### config.mk
export PLATFORM = sky130hd
export DESIGN_NAME = ac97_sdata_in_receiver
export DESIGN_NICKNAME = d
export VERILOG_FILES = /design/src/rtl/ac97_pkg.sv /design/src/rtl/ac97_frame_counter.sv /design/src/rtl/ac97_sdata_in_receiver.sv
export SDC_FILE = /design/constraint.sdc
export NUM_CORES = 1
export LEC_CHECK = 0
export ABC_AREA = 1
export ABC_CLOCK_PERIOD_IN_PS = 1550
export CAP_MARGIN = 15
export CELL_PAD_IN_SITES_DETAIL_PLACEMENT = 0
export CELL_PAD_IN_SITES_GLOBAL_PLACEMENT = 1
export CORE_ASPECT_RATIO = 1.2
export CORE_UTILIZATION = 38
export DETAILED_ROUTE_END_ITERATION = 6
export PLACE_DENSITY = 0.82
export SYNTH_ARGS = -nofsm -noshare
export SYNTH_HDL_FRONTEND = slang
export SYNTH_SLANG_ARGS = --single-unit
### constraint.sdc
create_clock -name clk -period 1.55 [get_ports clk]
set_input_delay 0.31 -clock clk [delete_from_list [all_inputs] [get_ports clk]]
set_output_delay 0.31 -clock clk [all_outputs]
set_load 0.02 [all_outputs]
### src/rtl/ac97_pkg.sv
// Shared constants, tag bit positions and receive FSM states for the AC97 SDATA_IN deframer.
package ac97_pkg;

  localparam int AC97_FRAME_BITS = 256;
  localparam int AC97_TAG_BITS   = 16;
  localparam int AC97_SLOT_BITS  = 20;

  localparam logic [7:0] SLOT0_END = 8'd15;
  localparam logic [7:0] SLOT1_END = 8'd35;
  localparam logic [7:0] SLOT2_END = 8'd55;
  localparam logic [7:0] SLOT3_END = 8'd75;
  localparam logic [7:0] SLOT4_END = 8'd95;
  localparam logic [7:0] FRAME_END = 8'(AC97_FRAME_BITS - 1);

  localparam int TAG_CODEC_READY = 15;

  function automatic int slot_valid_bit(input int n);
    return 15 - n;
  endfunction

  typedef enum logic {
    HUNT = 1'b0,
    RECV = 1'b1
  } rx_state_e;

endpackage

### src/rtl/ac97_frame_counter.sv
// Frame-start detect, HUNT/RECV sequencing, bit counter and slot-end strobes.
// Optional AC97_RX_FRAME_CHECK_EN adds SYNC-shape checking and drop-to-HUNT on error.
//
// state | meaning
// HUNT  | waiting for a SYNC rising edge; sdata_in ignored
// RECV  | bit_cnt tracks the frame position 0..255, wrapping
module ac97_frame_counter
  import ac97_pkg::*;
(
  input  logic clk,
  input  logic rst,
  input  logic sync,
  output logic recv,
  output logic locked,
  output logic frame_error,
  output logic end_slot0,
  output logic end_slot1,
  output logic end_slot2,
  output logic end_slot3,
  output logic end_slot4,
  output logic end_frame
);

  rx_state_e  state, state_nx;
  logic [7:0] bit_cnt, cnt_nx;
  logic       sync_q;
  logic       locked_nx;
  logic       err_nx;
  logic       frame_start;

  assign frame_start = sync & ~sync_q;

  always_ff @(posedge clk) begin
    if (rst) begin
      state       <= HUNT;
      bit_cnt     <= 8'd0;
      sync_q      <= 1'b0;
      locked      <= 1'b0;
      frame_error <= 1'b0;
    end else begin
      state       <= state_nx;
      bit_cnt     <= cnt_nx;
      sync_q      <= sync;
      locked      <= locked_nx;
      frame_error <= err_nx;
    end
  end

  always_comb begin
    state_nx  = state;
    cnt_nx    = bit_cnt;
    locked_nx = locked;
    err_nx    = 1'b0;
    case (state)
      HUNT: begin
        if (frame_start) begin
          state_nx  = RECV;
          cnt_nx    = 8'd0;
          locked_nx = 1'b1;
        end
      end
      RECV: begin
        cnt_nx = bit_cnt + 8'd1;
        // An early SYNC edge restarts the frame; the partial frame is abandoned.
        if (frame_start && (bit_cnt != FRAME_END)) begin
          cnt_nx = 8'd0;
`ifdef AC97_RX_FRAME_CHECK_EN
          err_nx = 1'b1;
`endif
        end
`ifdef AC97_RX_FRAME_CHECK_EN
        if ((!sync && (bit_cnt < SLOT0_END)) ||
            (sync && (bit_cnt > SLOT0_END) && (bit_cnt != FRAME_END)))
          err_nx = 1'b1;
        if (err_nx) begin
          state_nx  = HUNT;
          cnt_nx    = 8'd0;
          locked_nx = 1'b0;
        end
`endif
      end
      default: state_nx = HUNT;
    endcase
  end

  assign recv      = (state == RECV);
  assign end_slot0 = recv && (bit_cnt == SLOT0_END);
  assign end_slot1 = recv && (bit_cnt == SLOT1_END);
  assign end_slot2 = recv && (bit_cnt == SLOT2_END);
  assign end_slot3 = recv && (bit_cnt == SLOT3_END);
  assign end_slot4 = recv && (bit_cnt == SLOT4_END);
  assign end_frame = recv && (bit_cnt == FRAME_END);

endmodule

### src/rtl/ac97_sdata_in_receiver.sv
// AC97 SDATA_IN deframer: recovers slot-0 tag, status addr/data and PCM capture samples.
// Define AC97_RX_FRAME_CHECK_EN to enable SYNC framing checks (frame_error).
module ac97_sdata_in_receiver
  import ac97_pkg::*;
#(
  parameter int PCM_WIDTH = 20
) (
  input  logic                 clk,
  input  logic                 rst,
  input  logic                 sync,
  input  logic                 sdata_in,
  output logic                 locked,
  output logic                 codec_ready,
  output logic [6:0]           status_addr,
  output logic [15:0]          status_data,
  output logic                 status_valid,
  output logic [PCM_WIDTH-1:0] pcm_left,
  output logic [PCM_WIDTH-1:0] pcm_right,
  output logic                 pcm_left_vld,
  output logic                 pcm_right_vld,
  output logic                 pcm_valid,
  output logic                 frame_done,
  output logic                 frame_error
);

  logic recv;
  logic end_slot0, end_slot1, end_slot2, end_slot3, end_slot4, end_frame;

  ac97_frame_counter u_frame_counter (
    .clk         (clk),
    .rst         (rst),
    .sync        (sync),
    .recv        (recv),
    .locked      (locked),
    .frame_error (frame_error),
    .end_slot0   (end_slot0),
    .end_slot1   (end_slot1),
    .end_slot2   (end_slot2),
    .end_slot3   (end_slot3),
    .end_slot4   (end_slot4),
    .end_frame   (end_frame)
  );

  logic [AC97_SLOT_BITS-1:0] shreg;
  logic [AC97_SLOT_BITS-1:0] sh_nx;
  logic [AC97_TAG_BITS-1:0]  tag_q;
  logic [6:0]                addr_hold;
  logic [PCM_WIDTH-1:0]      left_hold;
  logic                      status_ok;
  logic                      pcm_ok;

  // Includes the bit sampled on this edge, so a slot is complete when its end strobe is high.
  assign sh_nx     = {shreg[AC97_SLOT_BITS-2:0], sdata_in};
  assign status_ok = tag_q[slot_valid_bit(1)] & tag_q[slot_valid_bit(2)];
  assign pcm_ok    = tag_q[slot_valid_bit(3)] | tag_q[slot_valid_bit(4)];

  always_ff @(posedge clk) begin
    if (rst) begin
      shreg         <= '0;
      tag_q         <= '0;
      addr_hold     <= '0;
      left_hold     <= '0;
      codec_ready   <= 1'b0;
      status_addr   <= '0;
      status_data   <= '0;
      status_valid  <= 1'b0;
      pcm_left      <= '0;
      pcm_right     <= '0;
      pcm_left_vld  <= 1'b0;
      pcm_right_vld <= 1'b0;
      pcm_valid     <= 1'b0;
      frame_done    <= 1'b0;
    end else begin
      status_valid <= 1'b0;
      pcm_valid    <= 1'b0;
      frame_done   <= 1'b0;
      if (recv)
        shreg <= sh_nx;
      if (end_slot0) begin
        tag_q       <= sh_nx[AC97_TAG_BITS-1:0];
        codec_ready <= sh_nx[TAG_CODEC_READY];
      end
      if (end_slot1)
        addr_hold <= sh_nx[18:12];
      if (end_slot2 && status_ok) begin
        status_addr  <= addr_hold;
        status_data  <= sh_nx[19:4];
        status_valid <= 1'b1;
      end
      if (end_slot3)
        left_hold <= sh_nx[AC97_SLOT_BITS-1 -: PCM_WIDTH];
      if (end_slot4 && pcm_ok) begin
        pcm_valid     <= 1'b1;
        pcm_left_vld  <= tag_q[slot_valid_bit(3)];
        pcm_right_vld <= tag_q[slot_valid_bit(4)];
        if (tag_q[slot_valid_bit(3)])
          pcm_left <= left_hold;
        if (tag_q[slot_valid_bit(4)])
          pcm_right <= sh_nx[AC97_SLOT_BITS-1 -: PCM_WIDTH];
      end
      if (end_frame)
        frame_done <= 1'b1;
    end
  end

  // Tag bits outside the ready/valid set and the oldest shift bit are never consumed.
  logic unused_bits;
  assign unused_bits = ^{tag_q[15], tag_q[10:0], shreg[AC97_SLOT_BITS-1]};

endmodule

# --- After elaboration in Yosys (flattened, before gate mapping) ---
# Index checks and enable logic that the tools add are counted.
word_totals:
  mem_bits_rw: 0
  wordCells: 52
  ff_bits: 141
  out_inout_bits: 71
  in_bits: 4
  romBits: 0
  n_memories: 0
  latchBits: 0
classes:
  bitwise: 5
  n_mul: 0
  div_mod_pow: 0
  eq_ne: 8
  n_reduce_logical: 12
  n_addsub: 1
  shifts: 0
  n_mux: 8
  order_cmp: 0
ops:
  columns: ["op", "count"]
  rows:
  - ["$eq A8 B6 Y1 const B", 2]
  - ["$eq A8 B7 Y1 const B", 2]
  - ["$mux W8", 2]
  - ["$pmux W8 S2", 1]
  - ["$logic_and A1 B1 Y1", 9]
  - ["$add A8 B1 Y8 const B", 1]
  - ["$eq A8 B4 Y1 const B", 1]
  - ["$eq A8 B8 Y1 const B", 1]
  - ["$ne A8 B8 Y1 const B", 1]
  - ["$reduce_and A2 Y1", 3]
  - ["$mux W1", 5]
  - ["$and A1 B1 Y1", 2]
  - ["$ne A2 B1 Y1 const B", 1]
  - ["$not A1 Y1", 2]
  - ["$or A1 B1 Y1", 1]

# --- Depth between registers and ports, before layout ---
# Gate-level depths: netlist of the first run.
depth:
  word_depth: 5
  ltp_mapped: 8
  depth_no_buf: 7

# --- By module ---
# Synthesis of the first run repeated with hierarchy kept, for this count alone.
hier_totals:
  cells_unflattened: 725
  hier_area_um2: 5322.6
modules_own_cells:
  columns: ["mod", "seq_area_each_um2", "area_per_inst_um2", "cells_per_inst", "instances"]
  rows:
  - ["ac97_sdata_in_receiver", 2382.3, 4697.0, 630, 1]
  - ["ac97_frame_counter", 220.2, 625.6, 95, 1]

# --- Least setup slack after synthesis of the first run ---
# Ideal clock, no wire load.
synth_timing:
  path_kind: "flip-flop to flip-flop"
  startpoint: "register u_frame_counter.bit_cnt[0]"
  endpoint: "register status_addr[0]"
  path_stages_with_launch: 9
  synth_period_minus_slack_ns: 1.353
  arrival_time_ns: 1.289
  path_buffers: 1
  required_time_ns: 1.485
  slack_ns: 0.197
  setup_ns: 0.065
  path_cell_list: "dfxtp_1 > ha_1 > nand2_1 > nor2_1 > nand3_1 > inv_1 > buf_4 > nor2_1 > nor2_1"
synth_between:
  elab_chain_len: 3
synth_lines:
  columns: ["item", "line_no", "source"]
  rows:
  - ["start, declared", "ac97_frame_counter.sv:25", "logic [7:0] bit_cnt, cnt_nx;"]
  - ["start signal, assigned", "ac97_frame_counter.sv:42", "bit_cnt <= cnt_nx;"]
  - ["$eq A8 B6 Y1", "ac97_frame_counter.sv:89", "assign end_slot2 = recv && (bit_cnt == SLOT2_END);"]
  - ["$logic_and A1 B1 Y1", "ac97_frame_counter.sv:89", null]
  - ["$logic_and A1 B1 Y1", "ac97_sdata_in_receiver.sv:85", "if (end_slot2 && status_ok) begin"]
  - ["end signal, assigned", "ac97_sdata_in_receiver.sv:86", "status_addr <= addr_hold;"]
  - ["end, declared", "ac97_sdata_in_receiver.sv:14", "output logic [6:0] status_addr,"]
# Every way passes these cells.
# A chain may end at the register's enable or synchronous reset.

# --- Final worst setup path of the first run ---
layout_timing:
  startpoint: "register u_frame_counter.bit_cnt[0]"
  endpoint: "register status_data[4]"
layout_between:
  elab_chain_len: 3
layout_lines:
  columns: ["item", "line_no", "source"]
  rows:
  - ["$eq A8 B6 Y1", "ac97_frame_counter.sv:89", null]
  - ["$logic_and A1 B1 Y1", "ac97_frame_counter.sv:89", null]
  - ["$logic_and A1 B1 Y1", "ac97_sdata_in_receiver.sv:85", null]
  - ["end signal, assigned", "ac97_sdata_in_receiver.sv:87", "status_data <= sh_nx[19:4];"]
  - ["end, declared", "ac97_sdata_in_receiver.sv:15", "output logic [15:0] status_data,"]
# Every way passes these cells.

==> results of run 1 <==
routing by layer:
metal	vias to the layer above	wire length [um]	part of all wire
li1	2359	-	-
met1	2058	5360	0.44
met2	103	6120	0.50
met3	22	529	0.043
met4	0	274	0.022
met5	-	0	0
critical path: cells and delay by family (launching register included):
kind | cells | cell delay [ns]
flip-flops | 1 | 0.36
buffers and inverters | 2 | 0.34
AND/OR/NAND/NOR | 4 | 0.34
adder cells (fa/ha/maj) | 1 | 0.15
AO/OA/AOI/OAI | 1 | 0.17
stage by stage:
stage | utilization | hold slack, ns | cell area [sq um] | cells | setup WS, ns
finish | 0.517 | 0.429 | 6810 | 950 | 0.0953
global route | 0.517 | 0.461 | 6810 | 950 | -0.0125
CTS | 0.513 | 0.420 | 6760 | 949 | 0.00208
detailed placement | 0.469 | 0.456 | 6180 | 915 | -0.105
global placement | 0.469 | 0.456 | 6180 | 915 | -0.100
floorplan | - | 0.379 | 5110 | 687 | 0.197
cells by family after synthesis:
kind of cell	after synthesis	share of synthesized area
adder cells (fa/ha/maj)	2	0.00489
other	1	0.000733
AO/OA/AOI/OAI	113	0.112
buffers and inverters	107	0.0915
AND/OR/NAND/NOR	334	0.282
flip-flops	130	0.509
layout make-up:
cell class,instances,area (sq um),share of cell area
inverters,61,231,0.0340
multi-input cells,450,2100,0.308
well taps,168,210,0.0309
repair buffers,109,1050,0.154
clock buffers,20,447,0.0656
clock inverters,12,156,0.0230
flip-flops and latches,130,2620,0.384
registers in the layout, indices dropped and copies added (netlist names), 4 cells and up:
signal / count
left_hold: 20
pcm_left: 20
pcm_right: 20
shreg: 19
status_data: 16
u_frame_counter.bit_cnt: 8
addr_hold: 7
status_addr: 7
tag_q: 4
repair_timing:
action / 4_1_cts / 5_1_grt
cloned: 1 / 0
endpoints found under the setup margin: 113 / 79
pin swaps: 2 / 4
setup buffers: 1 / 1
resized for setup: 80 / 24
placed cells by master (no fill, tap or decap), drive strengths merged:
cell and instances:
o21a 3, nor3 8, dfxtp 130, buf 36, clkinv 3, nor2 201
ha 2, inv 63, nand3 10, clkdlybuf4s50 3, a21oi 33, dlygate4sd2 70
nand4 41, bufinv 3, clkbuf 20, clkinvlp 4, conb 1, or2 1
nand2 72, nand3b 1, o21ai 77
power by group through the flow:
stage | Sequential [mW] | Clock [mW] | Combinational [mW]
after CTS | 3.45 | 4.11 | 0.291
final | 3.46 | 4.03 | 0.292
after detailed placement | 3.52 | 0 | 0.287
after floorplan | 3.50 | 0 | 0.190
after global routing | 3.46 | 4.27 | 0.335
after global placement | 3.52 | 0 | 0.282
worst paths after layout:
kind                                                start                                 to  cells after the start
setup / recovery  u_frame_counter.bit_cnt[0]$_SDFFE_PP0P_        status_data[4]$_SDFFE_PP0P_                      8
hold reg to reg                pcm_right_vld$_SDFFE_PP0P_         pcm_right_vld$_SDFFE_PP0P_                      2
hold / removal                                       sync  u_frame_counter.sync_q$_SDFF_PP0_                      3
setup reg to reg  u_frame_counter.bit_cnt[0]$_SDFFE_PP0P_        status_data[4]$_SDFFE_PP0P_                      8
==> flow_summary.json, run 1 <==
{
  "crit_fanout": 7,
  "use_met1": 0.222,
  "layout_worst_path_cycle_share": 0.938,
  "initial_utilization": 0.388,
  "final_max_slew_viol_count": 0,
  "path_clk_slew_ns": 0.06,
  "netlist_instances": 687,
  "cts_made_buffers": 17,
  "area_delta_synth_final_pct": 33.2,
  "diodes": 0,
  "syn_area_per_cell_sq_um": 7.44,
  "cellPowerDensity_mw_per_mm2": 1140,
  "cts_hold_buf": 0,
  "cts_root_buffer": "clkbuf_16",
  "firstDrtPassIters": 5,
  "syn_nets": 693,
  "cts_sinks": 130,
  "dieArea_sq_mm": 0.0139,
  "synth_seq_cells": 130,
  "netlist_top_cells_area": "dfxtp_1, nor2_1, o21ai_0",
  "hp-class": "in -> reg",
  "netlist_top_cells_count": "nor2_1, dfxtp_1, o21ai_0",
  "grt_max_degree": 43,
  "internal_power_mw": 6.07,
  "die_w_um": 108,
  "grt_use_met2": 0.329,
  "pwr-share-seq": 0.444,
  "use_met3": 0.0483,
  "grt-busiest-layer": "met2",
  "synth-seq-area-share": 0.509,
  "cpMostUsedCell": "buf_4",
  "slowest_stage": "dfxtp_4",
  "max_freq_mhz": 687,
  "yosysTopAreaCellShare": 0.509,
  "yosysUniqueCellTypes": 25,
  "total_power_mw": 7.78,
  "p_sw_frac": 0.219,
  "finClkSkew_ns": 0.00740,
  "grt_pass1_vias": 4303,
  "num_rows": 46,
  "dr_total_vias": 4542,
  "drive_above_1_share": 0.120,
  "clockBufferDepth": 2,
  "dp_hpwl_mm": 8.71,
  "synth_top_cell_by_area": "dfxtp_1",
  "drtIter0Drc": 273,
  "synth_edf_count": 0,
  "max_stage_delay_ns": 0.36,
  "start_kind": "register",
  "port_buffers": 73,
  "tritoncts": "built",
  "power_frac_comb": 0.038,
  "ys_async_sr_fraction": 0,
  "place.gp.congestion": 0.903,
  "track_usage": 0.190,
  "cp_cell_sequence": "ha_4 -> nand2_2 -> nor2_4 -> nand3_2 -> buf_4 -> o21ai_0 -> buf_4 -> nor2_1",
  "worstPathRequired_ns": 1.86,
  "grt_pass1_wl_mm": 20.5,
  "die_y_um": 129,
  "status": "complete, no violations",
  "drtAntennaViolNets": 0,
  "final.min_clock_period_ns": 1.45,
  "drt_wl_total_mm": 12.3,
  "leakage_nw": 2.93,
  "drt-wirelength-per-cell_um": 12.9,
  "coreArea_sq_mm": 0.0132,
  "ys.flop_type": "dfxtp_1",
  "switchingPower_mw": 1.70,
  "remaining_drc_errors": 0,
  "ys_warn_count": 0,
  "synth_area_sq_mm": 0.00511,
  "hold_viol": 0,
  "cp_data_arrival_time_ns": 1.76,
  "setup_violations": 0,
  "antenna_found_initial": 0,
  "yosysMostFrequentCell": "nor2_1",
  "max-cap-violations": 0,
  "end_kind": "register",
  "clock_latency_ns": 0.41,
  "cts_max_level": 4,
  "nFillCells": 1281,
  "final_nets": 775,
  "ir_drop_mv": 0.624,
  "r2r_slack_ns": 0.1,
  "critPathKind": "reg -> reg",
  "io_pins": 75,
  "clkPwrFrac": 0.518,
  "via_per_inst": 4.78,
  "setup_tns_ns": 0,
  "overflow": 0
}
(Power assumes the default switching activity.)
==> inputs of run 2 (changes only) <==
Settings changed: GPL_TIMING_DRIVEN set to 0, SKIP_LAST_GASP set to 1.
==> run 2 against run 1 <==
Compared with the run above: worst setup slack got worse by 0.050 ns; utilization rose by 0.67 points; cell area grew 1.3%; sequential cell count is the same; sequential power barely moved; cell count is 2.2% higher; highest routed layer unchanged; clock power grew 2%; die area is the same; critical path depth increased by 1.
==> flow_summary.json, run 2 (synthesis results as in run 1) <==
{
  "status": "complete, no violations",
  "cts_hold_buf": 0,
  "finClkSkew_ns": 0.00573,
  "dp_hpwl_mm": 9.51,
  "diodes": 0,
  "final_max_slew_viol_count": 0,
  "switchingPower_mw": 1.62,
  "final.min_clock_period_ns": 1.51,
  "cp_cell_sequence": "ha_4 -> nand2_4 -> nor2_8 -> buf_4 -> buf_12 -> buf_4 -> nand4_1 -> nand2_1 -> nor2_1",
  "dr_total_vias": 4706,
  "p_sw_frac": 0.206,
  "cellPowerDensity_mw_per_mm2": 1140,
  "ir_drop_mv": 0.615,
  "power_frac_comb": 0.036,
  "path_clk_slew_ns": 0.06,
  "tritoncts": "built",
  "largest_registers": "left_hold x20, pcm_left x20, pcm_right x20",
  "pwr-share-seq": 0.440,
  "io_pins": 75,
  "drtIter0Drc": 247,
  "die_y_um": 129,
  "final_cell_mix": "nor2_1, dfxtp_1, dlygate4sd2_1",
  "critPathKind": "reg -> reg",
  "grt_max_degree": 17,
  "final_nets": 800,
  "track_usage": 0.198,
  "coreArea_sq_mm": 0.0132,
  "overflow": 0,
  "die_w_um": 108,
  "dpl.cell_count": 928,
  "clock_latency_ns": 0.41,
  "remaining_drc_errors": 0,
  "num_rows": 46,
  "drt_wl_total_mm": 13.1,
  "hold_viol": 0,
  "layout_worst_path_cycle_share": 0.971,
  "cts_made_buffers": 17,
  "path_buf_inv": 3,
  "cts_max_level": 4,
  "cpMostUsedCell": "buf_4",
  "path_delay_family": "simple AND/OR/NAND/NOR gates",
  "start_kind": "register",
  "end_kind": "register",
  "clockBufferDepth": 2,
  "via_per_inst": 4.85,
  "hp-class": "in -> reg",
  "final_common_cell": "nor2_1",
  "worstPathRequired_ns": 1.86,
  "worst_pin_slew_ns": 0.545,
  "max_stage_delay_ns": 0.39,
  "internal_power_mw": 6.26,
  "place.gp.congestion": 0.864,
  "crit_fanout": 10,
  "cts_sinks": 130,
  "holdWs_ns": 0.441,
  "drt-wirelength-per-cell_um": 13.5,
  "setup_violations": 0,
  "clkPwrFrac": 0.524,
  "firstDrtPassIters": 5,
  "cts_root_buffer": "clkbuf_16",
  "drive_above_1_share": 0.122,
  "initial_utilization": 0.388,
  "antenna_found_initial": 0,
  "finalNonFillerCells": 971,
  "grt_pass1_wl_mm": 21.1,
  "leakage_nw": 3.01,
  "max_freq_mhz": 664,
  "drtAntennaViolNets": 0,
  "area_delta_synth_final_pct": 34.9,
  "grt_pass1_vias": 4463,
  "slew_headroom": 0.637,
  "dieArea_sq_mm": 0.0139,
  "max-cap-violations": 0,
  "slowest_stage": "dfxtp_4",
  "port_buffers": 73,
  "rsz0062_at_grt": "yes",
  "cp_data_arrival_time_ns": 1.82,
  "nFillCells": 1297
}
-- run 2: tightest hold or removal path, delay by kind of cell --
kind	cells	cell delay [ns]
AND/OR/NAND/NOR	1	0.04
buffers and inverters	2	0.46
-- run 2: per-stage QoR --
stage / util / power, mW / setup WS (ns) / instance area [sq um] / setup TNS [ns]
floorplan: - / 3.69 / 0.197 / 5110 / 0
global placement: 0.459 / 3.79 / -0.674 / 6050 / -30.02
detailed placement: 0.459 / 3.80 / -0.739 / 6050 / -34.24
CTS: 0.507 / 7.93 / 0.0000449 / 6680 / 0
global route: 0.523 / 8.13 / -0.0574 / 6900 / -0.889
finish: 0.523 / 7.88 / 0.0449 / 6900 / 0
-- run 2: metal layers --
layer | track usage | share of wire | routed length, um | vias to the layer above
li1 | - | - | - | 2417
met1 | 0.229 | 0.43 | 5670 | 2130
met2 | 0.348 | 0.50 | 6520 | 131
met3 | 0.0412 | 0.043 | 558 | 28
met4 | 0.0919 | 0.029 | 375 | 0
met5 | 0 | 0 | 0 | -
-- run 2: repair_timing --
item	in CTS	in global routing
buffers inserted	5	7
hold endpoints to repair	0	0
pin swaps	2	12
gates resized for setup	98	73
setup endpoints to repair	140	113
gates cloned	1	4
-- run 2: final cells by class --
| class | instances | area [sq um] | share of cell area |
|---|---|---|---|
| Clock inverter | 6 | 130 | 0.0189 |
| Multi-Input combinational cell | 450 | 2130 | 0.308 |
| Sequential cell | 130 | 2610 | 0.378 |
| Clock buffer | 22 | 474 | 0.0687 |
| Tap cell | 168 | 210 | 0.0305 |
| Buffer | 44 | 289 | 0.0419 |
| Inverter | 61 | 235 | 0.0341 |
| Timing Repair Buffer | 90 | 821 | 0.119 |
-- run 2: final timing paths --
kind / start / to / slack [ns] / depth (start not counted)
worst max-delay path: u_frame_counter.bit_cnt[0]$_SDFFE_PP0P_ / pcm_right[14]$_SDFFE_PP0P_ / 0.04 / 9
worst min-delay path: sync / u_frame_counter.sync_q$_SDFF_PP0_ / 0.44 / 3
worst max register to register: u_frame_counter.bit_cnt[0]$_SDFFE_PP0P_ / pcm_right[14]$_SDFFE_PP0P_ / 0.04 / 9
worst min register to register: pcm_left_vld$_SDFFE_PP0P_ / pcm_left_vld$_SDFFE_PP0P_ / 0.46 / 2
-- run 2: power groups by stage --
| stage | registers [mW] | logic, mW | clock network (mW) |
|---|---|---|---|
| after detailed placement | 3.53 | 0.273 | 0 |
| after CTS | 3.46 | 0.274 | 4.20 |
| after global routing | 3.47 | 0.326 | 4.34 |
| after global placement | 3.53 | 0.268 | 0 |
| after floorplan | 3.50 | 0.190 | 0 |
| final | 3.47 | 0.286 | 4.13 |
==> edit (flow settings as in run 1) <==
Reset style: asynchronous (`rst`), changed in 2 clocked blocks.
--- a/src/rtl/ac97_frame_counter.sv
+++ b/src/rtl/ac97_frame_counter.sv
@@ -30,7 +30,7 @@
 
   assign frame_start = sync & ~sync_q;
 
-  always_ff @(posedge clk) begin
+  always_ff @(posedge clk or posedge rst) begin
     if (rst) begin
       state       <= HUNT;
       bit_cnt     <= 8'd0;
--- a/src/rtl/ac97_sdata_in_receiver.sv
+++ b/src/rtl/ac97_sdata_in_receiver.sv
@@ -54,7 +54,7 @@
   assign status_ok = tag_q[slot_valid_bit(1)] & tag_q[slot_valid_bit(2)];
   assign pcm_ok    = tag_q[slot_valid_bit(3)] | tag_q[slot_valid_bit(4)];
 
-  always_ff @(posedge clk) begin
+  always_ff @(posedge clk or posedge rst) begin
     if (rst) begin
       shreg         <= '0;
       tag_q         <= '0;
Check against the original RTL: differs if rst is asserted again (counterexample within 4 cycles, from zero or initial values and one cycle with rst high); with rst held inactive, the same outputs for 10 cycles.
==> edit against run 1 <==
The run now ends with DRC left. Final cell count fell by 13%. Sequential share of layout area up 7.8 points. Area after synthesis rose by 7.0%. First-iteration DRC count is 46% lower. Count of clock-buffer cells in the layout down 1. Utilization decreased by 1.2 points. Largest cell class unchanged. Die area increased by 6.9%. Routed wire length decreased by 11%. Power increased by 9.4%. Worst setup slack improved by 4.4 ps. Design area grew 3.4%. Sequential cell count stayed put. Largest power group unchanged. Highest routed layer unchanged.
==> edit: results (changes against run 1) <==
Setup path
  – Reg2reg start: u_frame_counter.bit_cnt[0]
  – CP bufs+invs: 1 (-1)
  – CP max FO: 2 (-5)
  – Worst Setup EP: pcm_right[2]
  – WP data arrival: 1140 ps (-620 ps)
  – CP peak stage delay: 400 ps (+40 ps)
  – Worst r2r path cells: 7 (-1)
  – Critical path origin: pcm_right[2]

Place
  – Detailed Place HPWL: 7710 um (-11%)
  – Placer Congestion: 0.817 (-9.6%)

Status
  – Status: finished with violations
  – Failing checks: DRC

Synthesis
  – Main area contributors after synthesis: dfrtp_1, nand2_1, o21ai_2
  – Post-Syn Nets: 559 (-19%)
  – Synth Area in Compound Gates: 0.107 (-0.00550)
  – Post-Synth Adder-Cell Area: 0.00457 (-0.000320)
  – Top post-synthesis cells by count: nand2_1, dfrtp_1, inv_1
  – Seq/Total Area, Yosys: 0.595 (+0.0856)

Detailed routing
  – Initial DRC count: 147 (-46%)
  – Routed met2 length: 5260 um (-14%)
  – DRC Markers: 9 (+9)
  – Avg WL per Cell: 13.2 um (+2.2%)
  – WL met3: 446 um (-16%)
  – Drt pass-1 iters: 6 (+1)

GRT
  – Global-route wire length before repair: 19200 um (-6.5%)
  – Met1 Use GR: 0.208 (-0.0141)
  – Met3 usage: 0.0491 (+0.000846)
  – Gr usage total: 0.163 (-0.0266)
  – Vias in the first global route: 3852 (-10%)
  – Global Route met2 Usage: 0.258 (-0.0709)
  – Largest net degree at the start of global routing: 70 (+63%)

Layout
  – Fillers: 1266 (-1.2%)
  – Final nets: 645 (-17%)
  – Fraction of layout cells with a size suffix above 1: 0.227 (+0.107)

Power and ir drop
  – Sw frac: 0.226 (+0.00646)

Timing
  – Worst clock skew: 6.84 ps (-0.559 ps)

Worst hold path
  – Hold Crit Class: in2async
[edit: cell count changes after synthesis, moves of 41 or more]
cell	before	now
nand2_1	71	158
o21ai_0	77	24
dfxtp_1	130	0
nand4_1	41	0
dfrtp_1	0	130
nor2_1	198	8
[edit: worst min-delay path by stage]
stage | from | end | slack, ps | depth (start not counted)
global placement | pcm_left_vld | pcm_left_vld | 450 | 2
floorplan | sync | u_frame_counter.sync_q | 340 | 0
finish | rst | pcm_right[19] | 370 | 3
detailed placement | pcm_right_vld | pcm_right_vld | 460 | 2
global route | sync | u_frame_counter.sync_q | 360 | 1
CTS | sync | u_frame_counter.sync_q | 360 | 1
[edit: timing repair]
| item | in CTS | in global routing |
|---|---|---|
| buffers inserted | 0 | 1 |
| endpoints found under the setup margin | 70 | 24 |
| pin swaps | 0 | 1 |
| resized for setup | 70 | 4 |
[edit: area by class of cell]
| class | instances | share of cell area |
|---|---|---|
| sequential | 130 | 0.462 |
| multi-input combinational | 343 | 0.261 |
| clock buffer | 19 | 0.0629 |
| timing repair buffer | 91 | 0.123 |
| inverter | 56 | 0.0308 |
| clock inverter | 13 | 0.0295 |
| tap | 171 | 0.0304 |
[edit: power by group through the flow]
stage | clock network, mW | logic [mW] | registers [mW]
2_1_floorplan | 0 | 0.341 | 3.69
3_3_place_gp | 0 | 0.503 | 3.69
3_5_place_dp | 0 | 0.520 | 3.70
4_1_cts | 4.44 | 0.513 | 3.64
5_1_grt | 4.58 | 0.593 | 3.66
6_report | 4.35 | 0.518 | 3.65
[edit: per-stage QoR]
stage	setup TNS (ps)	worst slack (ps)	cells	hold slack, ps	util
finish	0	99.7	823	372	0.505
global route	0	11.6	823	360	0.505
CTS	0	66.9	822	357	0.504
detailed placement	0	80.1	790	458	0.463
global placement	0	120	790	455	0.463
floorplan	-48000	-369	553	341	-
